File: src/rtl/cavlc_pkg.sv
// Shared types and constants for the CAVLC coefficient assembly path.
package cavlc_pkg;

    localparam int MAX_COEFF = 16;
    localparam int LEVEL_W   = 13;

    typedef logic signed [LEVEL_W-1:0] level_t;

    typedef enum logic [1:0] {
        IDLE,
        COLLECT,
        PLACE,
        OUTPUT
    } state_t;

    // MaxNumCoeff values by block type
    localparam logic [4:0] MNC_CHROMA_DC = 5'd4;
    localparam logic [4:0] MNC_AC        = 5'd15;
    localparam logic [4:0] MNC_LUMA      = 5'd16;

endpackage

File: src/rtl/coeff_assembler_level_store.sv
// Small register file holding decoded levels in reverse scan order.
// Write port plus combinational read; synchronous clear wipes every entry.
module level_store
    import cavlc_pkg::*;
#(
    parameter int DEPTH = 16,
    parameter int WIDTH = 13,
    parameter int AW    = $clog2(DEPTH)
) (
    input  logic             i_clk,
    input  logic             i_clr,
    input  logic             i_we,
    input  logic [AW-1:0]    i_wr_addr,
    input  logic [WIDTH-1:0] i_wr_data,
    input  logic [AW-1:0]    i_rd_addr,
    output logic [WIDTH-1:0] o_rd_data
);

    logic [WIDTH-1:0] r_mem [DEPTH];

    genvar gi;
    generate
        for (gi = 0; gi < DEPTH; gi++) begin : g_entry
            always_ff @(posedge i_clk) begin
                if (i_clr) begin
                    r_mem[gi] <= '0;
                end else if (i_we && (i_wr_addr == AW'(gi))) begin
                    r_mem[gi] <= i_wr_data;
                end
            end
        end
    endgenerate

    assign o_rd_data = r_mem[i_rd_addr];

endmodule

File: src/rtl/coeff_assembler.sv
// Collects CAVLC levels and total_zeros, places each level at its scan position
// using run_before values, and presents the 16-entry block over valid/ready.
module coeff_assembler
    import cavlc_pkg::*;
#(
    parameter int MAX_COEFF = cavlc_pkg::MAX_COEFF,
    parameter int LEVEL_W   = cavlc_pkg::LEVEL_W
) (
    input  logic                           Clk,
    input  logic                           Reset,
    input  logic                           Start,
    input  logic [4:0]                     TotalCoeff,
    input  logic [4:0]                     MaxNumCoeff,
    input  logic                           LevelWrReq,
    input  logic signed [LEVEL_W-1:0]      LevelIn,
    input  logic                           TotalZerosValid,
    input  logic [3:0]                     TotalZeros,
    input  logic                           RunValid,
    input  logic [3:0]                     RunBefore,
    output logic                           RunReady,
    output logic [MAX_COEFF*LEVEL_W-1:0]   CoeffOut,
    output logic                           BlockValid,
    input  logic                           BlockReady,
    output logic                           Busy,
    output logic                           Error
);

    localparam int         AW    = $clog2(MAX_COEFF);
    localparam logic [5:0] MAXC6 = 6'(MAX_COEFF);

    state_t r_state, w_state_next;
    logic [4:0] r_num_coef, w_num_coef_next;
    logic [4:0] r_max, w_max_next;
    logic [4:0] r_lvl_cnt, w_lvl_cnt_next;
    logic       r_tz_seen, w_tz_seen_next;
    logic [3:0] r_tz, w_tz_next;
    logic [4:0] r_i, w_i_next;
    logic [3:0] r_zeros_left, w_zeros_left_next;
    logic [5:0] r_pos, w_pos_next;
    logic       r_error, w_error_next;
    logic signed [LEVEL_W-1:0] r_coeff [MAX_COEFF];
    logic signed [LEVEL_W-1:0] w_coeff_next [MAX_COEFF];

    logic               w_we, w_store_clr, w_clr_any, w_run_needed, w_run_ready;
    logic [3:0]         w_run;
    logic [5:0]         w_sum;
    logic [LEVEL_W-1:0] w_rd_data;

    assign w_clr_any = Reset || w_store_clr;

    level_store #(.DEPTH(MAX_COEFF), .WIDTH(LEVEL_W)) u_level_store (
        .i_clk     (Clk),
        .i_clr     (w_clr_any),
        .i_we      (w_we),
        .i_wr_addr (r_lvl_cnt[AW-1:0]),
        .i_wr_data (LevelIn),
        .i_rd_addr (r_i[AW-1:0]),
        .o_rd_data (w_rd_data)
    );

    assign w_sum        = {1'b0, r_num_coef} + {2'b00, r_tz};
    assign w_run_needed = (r_i < (r_num_coef - 5'd1)) && (r_zeros_left != 4'd0);

    always_comb begin
        w_state_next      = r_state;
        w_num_coef_next   = r_num_coef;
        w_max_next        = r_max;
        w_lvl_cnt_next    = r_lvl_cnt;
        w_tz_seen_next    = r_tz_seen;
        w_tz_next         = r_tz;
        w_i_next          = r_i;
        w_zeros_left_next = r_zeros_left;
        w_pos_next        = r_pos;
        w_error_next      = r_error;
        w_coeff_next      = r_coeff;
        w_we              = 1'b0;
        w_store_clr       = 1'b0;
        w_run_ready       = 1'b0;
        w_run             = '0;

        case (r_state)
            IDLE: begin
                if (Start) begin
                    w_num_coef_next = TotalCoeff;
                    w_max_next      = MaxNumCoeff;
                    w_lvl_cnt_next  = '0;
                    w_tz_seen_next  = 1'b0;
                    w_tz_next       = '0;
                    w_i_next        = '0;
                    w_error_next    = 1'b0;
                    w_store_clr     = 1'b1;
                    w_coeff_next    = '{default: '0};
                    w_state_next    = (TotalCoeff == 5'd0) ? OUTPUT : COLLECT;
                end
            end

            COLLECT: begin
                // A level beyond the announced count is dropped, never stored.
                if (LevelWrReq) begin
                    if ((r_lvl_cnt == r_num_coef) || ({1'b0, r_lvl_cnt} >= MAXC6)) begin
                        w_error_next = 1'b1;
                    end else begin
                        w_we           = 1'b1;
                        w_lvl_cnt_next = r_lvl_cnt + 5'd1;
                    end
                end
                if ((r_lvl_cnt == r_num_coef) && r_tz_seen) begin
                    if (w_sum > {1'b0, r_max}) begin
                        w_error_next = 1'b1;
                        w_state_next = OUTPUT;
                    end else begin
                        w_state_next      = PLACE;
                        w_i_next          = '0;
                        w_zeros_left_next = r_tz;
                        w_pos_next        = w_sum - 6'd1;
                    end
                end else if (TotalZerosValid) begin
                    w_tz_next      = TotalZeros;
                    w_tz_seen_next = 1'b1;
                end
            end

            PLACE: begin
                w_run_ready = w_run_needed;
                if (!w_run_needed || RunValid) begin
                    if (r_pos < MAXC6) begin
                        w_coeff_next[r_pos[AW-1:0]] = w_rd_data;
                    end
                    w_run = w_run_needed ? RunBefore : 4'd0;
                    if (w_run > r_zeros_left) begin
                        w_error_next = 1'b1;
                        w_run        = r_zeros_left;
                    end
                    w_pos_next        = r_pos - 6'(w_run) - 6'd1;
                    w_zeros_left_next = r_zeros_left - w_run;
                    w_i_next          = r_i + 5'd1;
                    if (r_i == (r_num_coef - 5'd1)) begin
                        w_state_next = OUTPUT;
                    end
                end
            end

            OUTPUT: begin
                if (BlockReady) begin
                    w_state_next = IDLE;
                end
            end

            default: w_state_next = IDLE;
        endcase
    end

    always_ff @(posedge Clk) begin
        if (Reset) begin
            r_state      <= IDLE;
            r_num_coef   <= '0;
            r_max        <= '0;
            r_lvl_cnt    <= '0;
            r_tz_seen    <= 1'b0;
            r_tz         <= '0;
            r_i          <= '0;
            r_zeros_left <= '0;
            r_pos        <= '0;
            r_error      <= 1'b0;
            r_coeff      <= '{default: '0};
        end else begin
            r_state      <= w_state_next;
            r_num_coef   <= w_num_coef_next;
            r_max        <= w_max_next;
            r_lvl_cnt    <= w_lvl_cnt_next;
            r_tz_seen    <= w_tz_seen_next;
            r_tz         <= w_tz_next;
            r_i          <= w_i_next;
            r_zeros_left <= w_zeros_left_next;
            r_pos        <= w_pos_next;
            r_error      <= w_error_next;
            r_coeff      <= w_coeff_next;
        end
    end

    genvar gi;
    generate
        for (gi = 0; gi < MAX_COEFF; gi++) begin : g_pack
            assign CoeffOut[gi*LEVEL_W +: LEVEL_W] = r_coeff[gi];
        end
    endgenerate

    assign RunReady   = w_run_ready;
    assign BlockValid = (r_state == OUTPUT);
    assign Busy       = (r_state != IDLE);
    assign Error      = r_error;

endmodule

File: config.mk
export PLATFORM = sky130hd
export DESIGN_NAME = coeff_assembler
export DESIGN_NICKNAME = d
export VERILOG_FILES = /design/src/rtl/cavlc_pkg.sv /design/src/rtl/coeff_assembler_level_store.sv /design/src/rtl/coeff_assembler.sv
export SDC_FILE = /design/constraint.sdc
export NUM_CORES = 1
export LEC_CHECK = 0
export BUFFER_PORTS_ARGS = -buffer_cell sky130_fd_sc_hd__buf_2
export CORE_ASPECT_RATIO = 0.8
export CORE_MARGIN = 1
export CORE_UTILIZATION = 35
export CTS_BUF_LIST = sky130_fd_sc_hd__clkbuf_16
export DETAILED_ROUTE_END_ITERATION = 6
export GPL_TIMING_DRIVEN = 0
export MAX_ROUTING_LAYER = met4
export PLACE_DENSITY = 0.5
export SLEW_MARGIN = 0
export SYNTH_ARGS = -nofsm -noshare
export SYNTH_HDL_FRONTEND = slang
export SYNTH_SLANG_ARGS = --single-unit
export TNS_END_PERCENT = 5
File: constraint.sdc
create_clock -name Clk -period 5.5 [get_ports Clk]
set_input_delay 1.1 -clock Clk [delete_from_list [all_inputs] [get_ports Clk]]
set_output_delay 1.1 -clock Clk [all_outputs]
set_load 0.1 [all_outputs]
==> results.tsv <==
stage	metric	value	unit
timing	Tmin final	5.26	ns
die	die height	214	um
critical_path	slowest CP cell	dfxtp_2	
clock_network	CTS Hold Bufs	0	
clock_network	CTS H-Tree Depth	2	
logic_synthesis	Synth cell types	65	
placement	Final GP Congestion	0.866	
placement	DP HPWL	46000	um
logic_synthesis	ys flop type	dfxtp_1	
critical_path	Critical Path Max Stage Delay	0.41	ns
cells_and_area	Area growth syn-to-layout	19.4	%
global_route	initial antenna violation count	2	
die	full die area	57100	um2
global_route	Total GRT Usage	0.221	
logic_synthesis	ranking of synthesized cells by area	edfxtp_1 (32%), dfxtp_1 (25%), a22oi_1 (8.0%)	
global_route	vias in the first global route	14095	
clock_network	Clock transition at path regs	0.06	ns
global_route	largest net degree at the start of global routing	14	
logic_synthesis	count leader, synth	nor2_1	
logic_synthesis	Async S/R FF share, synth	0	
timing	setup_tns	0	ns
power_and_ir_drop	cell leakage power	9.24	nW
timing	Slew @ Worst Pin	0.981	ns
die	Row Count	77	
timing	final hold vios	0	
timing	final-report setup violation count	0	
clock_network	CTS root buffer	clkbuf_16	
cells_and_area	fin util	0.424	
logic_synthesis	flops & latches, synth	458	
logic_synthesis	Cell Area, Synth	19600	um2
die	Initial Utilization	0.355	
critical_path	crit path capture type	flop	
logic_synthesis	Synth Instances	1736	
cells_and_area	nets	2110	
flow_run	Max Cap Viol	0	
clock_network	CTS tree	built	
detailed_routing	Avg WL per Cell	21.9	um
global_route	grt ovf	0	
timing	unrepaired setup endpoints after global routing	no	
timing	final setup skew	0.0406	ns
critical_path	CP arrival	5.71	ns
detailed_routing	First DRT Iteration DRCs	1528	
clock_network	Clock Sinks	458	
logic_synthesis	synthesized area per cell	11.3	um2
die	die width	267	um
detailed_routing	via count	14825	
timing	Final period util	0.957	
clock_network	TritonCTS Buffers	47	
power_and_ir_drop	Peak VDD IR	0.229	mV
logic_synthesis	largest area contributor in the netlist	edfxtp_1	
power_and_ir_drop	power per cell area	436	nW/um2
logic_synthesis	most frequent cells after synthesis	nor2_1 (262), dfxtp_1 (250), and2_1 (212), a22oi_1 (209), edfxtp_1 (208)	
logic_synthesis	sequential area share after synthesis	0.573	
logic_synthesis	Mapped Nets	1808	
logic_synthesis	EDFF count, synth	208	
logic_synthesis	share of the synthesized area in the top cell type	0.318	
timing	fin. max-slew vios	0	
timing	fmax	0.190	GHz
status	status	finished clean	
critical_path	Worst Path Required	5.95	ns
timing	Slew headroom	0.346	
worst_hold_path	Hold WC Path Type	flop to flop	
detailed_routing	DRC viols	0	
die	core area	55300	um2
critical_path	most used cell, CP	ha_1	
clock_network	CTS max path bufs	3	
detailed_routing	Routed Antenna Nets	0	
placement	PortBufs	248	
detailed_routing	Total Wirelength	62000	um
power_and_ir_drop	total power	10.2	mW
global_route	first-pass GRT wire length	91500	um
critical_path	startpoint types	flop	
detailed_routing	Avg Vias per Cell	5.24	
clock_network	Clock Latency Late Sink	0.60	ns
detailed_routing	DRT Pass-1 Iters	6	
die	# IOs	250	
critical_path	WS Path Type	flop to flop	
critical_path	CP max FO	7	
clock_network	buffer count from post-CTS setup fixing	0	
logic_synthesis	Syn. warnings	0	
cells_and_area	layout cell share with drive strength beyond 1	0.216	
-- path summary, 6_finish.rpt --
kind | startpoint | endpoint | slack (ns) | depth (start not counted)
max reg2reg | r_num_coef[0] | r_pos[4] | 0.24 | 25
max | r_num_coef[0] | r_pos[4] | 0.24 | 25
min | r_max[4] | r_max[4] | 0.46 | 2
min reg2reg | r_max[4] | r_max[4] | 0.46 | 2
-- cells by family (layout without fill, tap and decap cells) --
kind of cell,after synthesis,in the layout,synth area share
flip-flops,458,458,0.573
AND/OR/NAND/NOR,639,639,0.160
adder cells (fa/ha/maj),35,35,0.0226
AO/OA/AOI/OAI,348,348,0.125
buffers and inverters,168,508,0.0345
other,0,1,0
multiplexers,67,67,0.0756
XOR/XNOR,21,21,0.00937
-- registers in the layout, indices dropped and copies added, names as in the netlist, named ones only --
signal	flops
r_zeros_left	4
r_i	5
Error	1
r_lvl_cnt	5
r_state	2
r_tz	4
u_level_store.r_mem	208
r_num_coef	5
r_max	5
CoeffOut	208
r_pos	6
r_tz_seen	1
-- stage by stage --
step	hold slack, ns	worst slack (ns)	instances	instance area [um2]
floorplan	0.436	0.796	1736	19600
global placement	0.448	-0.195	2734	21800
detailed placement	0.450	-0.145	2739	21900
CTS	0.459	0.123	2826	23400
global route	0.491	0.000360	2827	23500
finish	0.456	0.239	2827	23500
-- where the power goes --
group | switching, mW | internal, mW
registers | 0.147 | 3.93
logic | 2.11 | 0.888
clock network | 1.42 | 1.74
total | 3.67 | 6.56
-- critical path: cells and delay by family, from the launching register on --
| kind | cells | cell delay (ns) |
|---|---|---|
| DFF | 1 | 0.41 |
| adders and majority gates | 6 | 1.48 |
| AOI/OAI and AO/OA | 6 | 1.28 |
| buffers and inverters | 4 | 0.44 |
| and+or+nand+nor | 8 | 1.42 |
| xor gates and xnor gates | 1 | 0.12 |
-- placed cells by master, fill, tap and decap left out, drive strengths merged, types with 7 or more instances in the layout --
master / Yosys / final
xor2: 9 / 9
nor2: 262 / 262
nand2b: 14 / 14
edfxtp: 208 / 208
and2: 212 / 212
a22oi: 209 / 209
o21ai: 52 / 52
nand3: 17 / 17
buf: 35 / 288
mux4: 65 / 65
clkinv: 0 / 18
a21oi: 36 / 36
or2: 7 / 7
dfxtp: 250 / 250
inv: 30 / 45
nand2: 68 / 68
or3: 8 / 8
ha: 33 / 33
a21o: 7 / 7
xnor2: 12 / 12
clkbuf: 103 / 153
nor3: 24 / 24
nor4: 7 / 7
-- what timing repair did --
item | in CTS | in global routing
setup endpoints to repair | 3 | 5
resized for setup | 4 | 9
pin swaps | 0 | 0
-- layer usage --
| layer | GRT usage | part of all wire | up-vias |
|---|---|---|---|
| li1 | - | - | 6903 |
| met1 | 0.323 | 0.48 | 7398 |
| met2 | 0.322 | 0.44 | 449 |
| met3 | 0.0301 | 0.058 | 75 |
| met4 | 0.0507 | 0.018 | 0 |
| met5 | - | 0 | - |
-- layout make-up --
cell class	instances	area [um2]
tap	750	938
buffer	138	564
fill	5378	31800
clock inverter	37	246
inverter	30	113
timing repair buffer	253	1280
clock buffer	50	1250
antenna	1	2.50
multi-input combinational	1110	7800
sequential	458	11300
Power figures use the tool's default switching activity.
